### src/rtl/simon_iter_core.sv
// -----------------------------------------------------------------------------
// simon_iter_core
// Iterative Simon 2n/mn block-cipher encryption core. One round is computed per
// clock and the round key is expanded on the fly, so one datapath serves every
// round count. Legal (N,M): (16,4) (24,3) (24,4) (32,3) (32,4) (48,2) (48,3)
// (64,2) (64,3) (64,4).
//
// Ports
//   clk        rising-edge clock
//   rst        asynchronous reset, active-high
//   in_valid   request valid
//   in_ready   core can accept a request (IDLE only)
//   keytext    N*M-bit key, keytext[N-1:0] = k0, top word = k[M-1]
//   plaintext  2N-bit block {x,y}, x in the upper N bits
//   out_valid  ciphertext valid, held until out_ready
//   out_ready  sink accepts ciphertext
//   ciphertext 2N-bit result {x,y}; reads 0 whenever out_valid is low
//   busy       high while rounds are being computed
// -----------------------------------------------------------------------------
module simon_iter_core #(
   parameter int N = 16,
   parameter int M = 4
) (
   input  logic             clk,
   input  logic             rst,
   input  logic             in_valid,
   output logic             in_ready,
   input  logic [N*M-1:0]   keytext,
   input  logic [2*N-1:0]   plaintext,
   output logic             out_valid,
   input  logic             out_ready,
   output logic [2*N-1:0]   ciphertext,
   output logic             busy
);

   // Standard Simon constant sequences; leftmost bit is sequence index 0.
   localparam logic [61:0] Z0 = 62'b11111010_00100101_01100001_11001101_11110100_01001010_11000011_100110;
   localparam logic [61:0] Z1 = 62'b10001110_11111001_00110000_10110101_00011101_11110010_01100001_011010;
   localparam logic [61:0] Z2 = 62'b10101111_01110000_00110100_10011000_10100001_00011111_10010110_110011;
   localparam logic [61:0] Z3 = 62'b11011011_10101100_01100101_11100000_01001000_10100111_00110100_001111;
   localparam logic [61:0] Z4 = 62'b11010001_11100110_10110110_00100000_01011100_00110010_10010011_101111;

   // Round count for a (n,m) pair; 0 marks an illegal pair.
   function automatic int rounds_f(input int n, input int m);
      case (n * 10 + m)
         164:     return 32'd32;
         243:     return 32'd36;
         244:     return 32'd36;
         323:     return 32'd42;
         324:     return 32'd44;
         482:     return 32'd52;
         483:     return 32'd54;
         642:     return 32'd68;
         643:     return 32'd69;
         644:     return 32'd72;
         default: return 32'd0;
      endcase
   endfunction

   // Which z sequence a (n,m) pair uses.
   function automatic logic [61:0] zseq_f(input int n, input int m);
      case (n * 10 + m)
         164:     return Z0;
         243:     return Z0;
         244:     return Z1;
         323:     return Z2;
         324:     return Z3;
         482:     return Z2;
         483:     return Z3;
         642:     return Z2;
         643:     return Z3;
         644:     return Z4;
         default: return Z0;
      endcase
   endfunction

   // Left rotate within N bits, 0 < s < N.
   function automatic logic [N-1:0] rol(input logic [N-1:0] v, input int s);
      return (v << s) | (v >> (N - s));
   endfunction

   // Right rotate within N bits, 0 < s < N.
   function automatic logic [N-1:0] ror(input logic [N-1:0] v, input int s);
      return (v >> s) | (v << (N - s));
   endfunction

   // Simon round nonlinearity.
   function automatic logic [N-1:0] simon_f(input logic [N-1:0] v);
      return (rol(v, 1) & rol(v, 8)) ^ rol(v, 2);
   endfunction

   localparam int          T       = rounds_f(N, M);
   localparam logic [61:0] Z_SEQ   = zseq_f(N, M);
   localparam logic [6:0]  RC_LAST = 7'(T - 1);

   if (T == 0) begin : g_bad_pair
      $error("simon_iter_core: illegal (N,M) parameter pair");
   end

   typedef enum logic [1:0] {IDLE = 2'd0, RUN = 2'd1, DONE = 2'd2} state_t;

   state_t         state_r;
   logic [N-1:0]   x_r;
   logic [N-1:0]   y_r;
   logic [N-1:0]   kr_r [M];
   logic [6:0]     rc_r;
   logic [5:0]     zi_r;

   logic           z_bit_s;
   logic [N-1:0]   key_tmp_s;
   logic [N-1:0]   new_key_s;
   logic [N-1:0]   round_x_s;

   // Next round value and next key word from the current register contents.
   always_comb begin
      z_bit_s   = Z_SEQ[6'd61 - zi_r];
      key_tmp_s = ror(kr_r[M-1], 3);
      if (M == 4) begin
         key_tmp_s = key_tmp_s ^ kr_r[1];
      end else begin
         key_tmp_s = key_tmp_s;
      end
      key_tmp_s = key_tmp_s ^ ror(key_tmp_s, 1);
      // ~k0 ^ 3 is the same as c ^ k0 with c = 2^N - 4.
      new_key_s = ~kr_r[0] ^ key_tmp_s ^ {{(N-1){1'b0}}, z_bit_s} ^ {{(N-2){1'b0}}, 2'b11};
      round_x_s = y_r ^ simon_f(x_r) ^ kr_r[0];
   end

   // Control FSM, datapath registers and registered outputs.
   always_ff @(posedge clk or posedge rst) begin
      if (rst) begin
         state_r    <= IDLE;
         x_r        <= {N{1'b0}};
         y_r        <= {N{1'b0}};
         for (int j = 0; j < M; j++) begin
            kr_r[j] <= {N{1'b0}};
         end
         rc_r       <= 7'd0;
         zi_r       <= 6'd0;
         in_ready   <= 1'b1;
         out_valid  <= 1'b0;
         busy       <= 1'b0;
         ciphertext <= {(2*N){1'b0}};
      end else begin
         case (state_r)
            IDLE: begin
               if (in_valid) begin
                  x_r <= plaintext[2*N-1:N];
                  y_r <= plaintext[N-1:0];
                  for (int j = 0; j < M; j++) begin
                     kr_r[j] <= keytext[j*N +: N];
                  end
                  rc_r     <= 7'd0;
                  zi_r     <= 6'd0;
                  in_ready <= 1'b0;
                  busy     <= 1'b1;
                  state_r  <= RUN;
               end
            end
            RUN: begin
               x_r <= round_x_s;
               y_r <= x_r;
               for (int j = 0; j < M - 1; j++) begin
                  kr_r[j] <= kr_r[j+1];
               end
               kr_r[M-1] <= new_key_s;
               zi_r      <= (zi_r == 6'd61) ? 6'd0 : zi_r + 6'd1;
               rc_r      <= rc_r + 7'd1;
               if (rc_r == RC_LAST) begin
                  busy    <= 1'b0;
                  state_r <= DONE;
               end
            end
            DONE: begin
               // First DONE cycle publishes the result; it then holds until taken.
               if (!out_valid) begin
                  out_valid  <= 1'b1;
                  ciphertext <= {x_r, y_r};
               end else if (out_ready) begin
                  out_valid  <= 1'b0;
                  ciphertext <= {(2*N){1'b0}};
                  in_ready   <= 1'b1;
                  state_r    <= IDLE;
               end
            end
            default: begin
               state_r    <= IDLE;
               in_ready   <= 1'b1;
               out_valid  <= 1'b0;
               busy       <= 1'b0;
               ciphertext <= {(2*N){1'b0}};
            end
         endcase
      end
   end

endmodule
### config.mk
export PLATFORM = sky130hd
export DESIGN_NAME = simon_iter_core
export DESIGN_NICKNAME = d
export VERILOG_FILES = /design/src/rtl/simon_iter_core.sv
export SDC_FILE = /design/constraint.sdc
export NUM_CORES = 1
export LEC_CHECK = 0
export CORE_UTILIZATION = 30
export CTS_CLUSTER_DIAMETER = 80
export DETAILED_ROUTE_END_ITERATION = 8
export PLACE_DENSITY_LB_ADDON = 0.15
export RECOVER_POWER = 100
export SLEW_MARGIN = 25
export SYNTH_ARGS = -nofsm -noshare
export SYNTH_HDL_FRONTEND = slang
export SYNTH_SLANG_ARGS = --single-unit
### constraint.sdc
create_clock -name clk -period 6.9 [get_ports clk]
set_input_delay 0.69 -clock clk [delete_from_list [all_inputs] [get_ports clk]]
set_output_delay 0.69 -clock clk [all_outputs]
set_load 0.01 [all_outputs]
==> qor.yml <==
outcome:
  status: "finished with violations"
  violations: "capacitance limit, slew limit"
synth:
  synth_compound_area_frac: 0.170
  synth_top_family_by_area: "compound AO/OA/AOI/OAI gates"
  synth_warnings: 0
  synth_xor_area_frac: 0.119
  synthFlopType: "dfrtp_1"
  synth_largest_area_cell: "dfrtp_1"
  synth-async-reset-ratio: 1.00
  syn_area_per_cell_um2: 9.31
  yosys.area_share.simple: 0.151
  synth_fp_nets: 913
  yosysSeqAreaShare: 0.488
  yosys.area.top_type_share: 0.485
  yosysUniqueCellTypes: 40
  synthMuxAreaShare: 0.0144
  synth_seq_cells: 146
  syn-instance-count: 804
  post-synth-top-count-cell: "nand2_1"
  synth_area_um2: 7480
  synth_edf_count: 0
  yosys.area_share.adder: 0.0150
  synth_common_cells: "nand2_1, dfrtp_1, nor2_1, xnor2_1, a31oi_1"
  synthTopCellsByArea: "dfrtp_1, nand2_1, xnor2_1, a31oi_1, a22o_1"
setup_path:
  worstPathMaxFanout: 91
  critPathBufInv: 1
  cp_cell_sequence: "clkbuf_1 > nand2b_4 > a31oi_1 > nor2b_1 > o21ai_0 > nand2_1"
  arrival_ps: 4500
  critPathMaxStageDelay_ps: 1590
  worstPathRequired_ps: 7250
  critPathCaptureType: "flip-flop"
  crit_slowest_cell: "clkbuf_1"
  cp-start-kind: "flip-flop"
  path_delay_family: "buffers and inverters"
  path_class: "flip-flop to flip-flop"
grt:
  grt_max_degree: 92
  grt_overflow: 0
  grt_use_total: 0.176
  first_global_vias: 5903
  grt_pass1_wl_um: 34500
  grt_antenna_before_repair: 0
power_and_ir_drop:
  peakVddDrop_uv: 161
  power_mw: 5.33
  p_per_area_nw_per_um2: 550
  power_leakage_nw: 4.10
finish:
  stdcell_area_um2: 9700
  diodes: 0
  fill_cells: 2418
  fin_cells: 1242
  nets: 1014
  areaGrowthSynthToFinish_pct: 29.7
  final_core_utilization: 0.398
  layout-drive-gt1-share: 0.0501
timing:
  period_needed_ps: 4150
  setup_tns_ps: 0
  drv_slew: 168
  rsz0062_at_grt: "false"
  holdWs_ps: 490
  worst_slack_ps: 2750
  max_slew_margin: -1.59
  hold_viol_final: 0
  setup_viol: 0
  finClkSkew_ps: 15.8
  fin_crit_sh: 0.601
  tightest_slew_ps: 3870
  fmax_ghz: 0.241
die:
  ioPinCount: 135
  die_h_um: 160
  dieWidth_um: 160
  rows: 57
  core_area_um2: 24400
  start_util: 0.307
  dieArea_um2: 25600
route:
  ant_nets: 0
  dr.pass1.iters: 5
  routedWlPerCell_um: 17.3
  drc_errors: 0
  routed_wl_um: 21500
  vias_per_cell: 4.83
  vias: 5997
  drtIter0Drc: 428
place:
  io_buffers: 134
  dp_cells: 1210
  finalWeightedCongestion: 0.789
  place_area_um2: 9070
  pre_cts_ws_ps: 3270
  place_hpwl_um: 14900
clocking:
  clkTransAtPathRegs_ps: 60
  clock_latency_ps: 430
  cts_resized: 0
  cts_setup_buffers: 0
  cts_buffers: 17
  cts_tree: "done"
  clock-sinks: 146
  cts_max_level: 4
  holdBufCountCts: 0
  root_buffer: "clkbuf_16"
  clockBufferDepth: 2
hold_path:
  hold_path_class: "flip-flop to flip-flop"
flow_run:
  drv_cap: 3
state kept, by name, summed over array words and instances (netlist names), 2 cells and up:
| name | cells |
|---|---|
| kr_r | 64 |
| rc_r | 7 |
| state_r | 2 |
| zi_r | 6 |
| y_r | 16 |
| ciphertext | 32 |
| x_r | 16 |
metal layers:
layer / vias up / GRT usage / part of all wire
met4: 0 / 0.0390 / 0.010
met3: 14 / 0.0345 / 0.046
met5: - / 0 / 0
met1: 2846 / 0.261 / 0.50
li1: 2978 / - / -
met2: 159 / 0.260 / 0.44
worst paths after layout:
path | startpoint | to | slack (ps) | cells past startpoint
min in group asynchronous | rst | ciphertext[12] | 1850 | 2
worst max register to register | state_r[0] | zi_r[2] | 2750 | 6
worst max-delay path | state_r[0] | zi_r[2] | 2750 | 6
max in group asynchronous | rst | kr_r[14] | 2880 | 3
worst min register to register | ciphertext[10] | ciphertext[10] | 490 | 1
worst min-delay path | ciphertext[10] | ciphertext[10] | 490 | 1
cell families (layout without fill, tap and decap cells):
kind of cell               count (synthesis)  after routing
AOI/OAI and AO/OA                        189            189
xor gates and xnor gates                 102            102
adders and majority gates                  9              9
buffers and inverters                     72            186
DFF                                      146            146
muxes                                      7              7
and+or+nand+nor                          279            279
cells in the final DEF (no fill, tap or decap), types with 4 or more instances in the layout:
master,instances
xor2_1,29
dfrtp_1,145
nor2_1,71
o22ai_1,21
buf_4,6
xnor2_1,73
o21ai_0,32
inv_1,10
a22o_1,33
a222oi_1,6
clkbuf_16,17
a21oi_1,14
ha_1,9
dlygate4sd3_1,37
a31oi_1,66
nor3b_1,10
mux2i_1,4
bufinv_16,4
nand3_1,5
o22a_1,11
clkdlybuf4s50_1,97
nand2_1,177
where the power goes:
group	switching (mW)	leakage, nW	internal (mW)	total, mW
Combinational	1.37	2.05	1.23	2.60
Clock	0.375	0.309	0.635	1.01
Sequential	0.462	1.74	1.26	1.72
Total	2.21	4.10	3.12	5.33
area by class of cell:
type / instances / area (um^2) / area share
inverter: 12 / 46.3 / 0.00477
multi-input combinational: 586 / 3560 / 0.367
timing repair buffer: 142 / 1390 / 0.144
clock buffer: 20 / 467 / 0.0481
tap: 324 / 405 / 0.0418
sequential: 146 / 3650 / 0.377
clock inverter: 12 / 179 / 0.0184
Power figures use the tool's default switching activity.
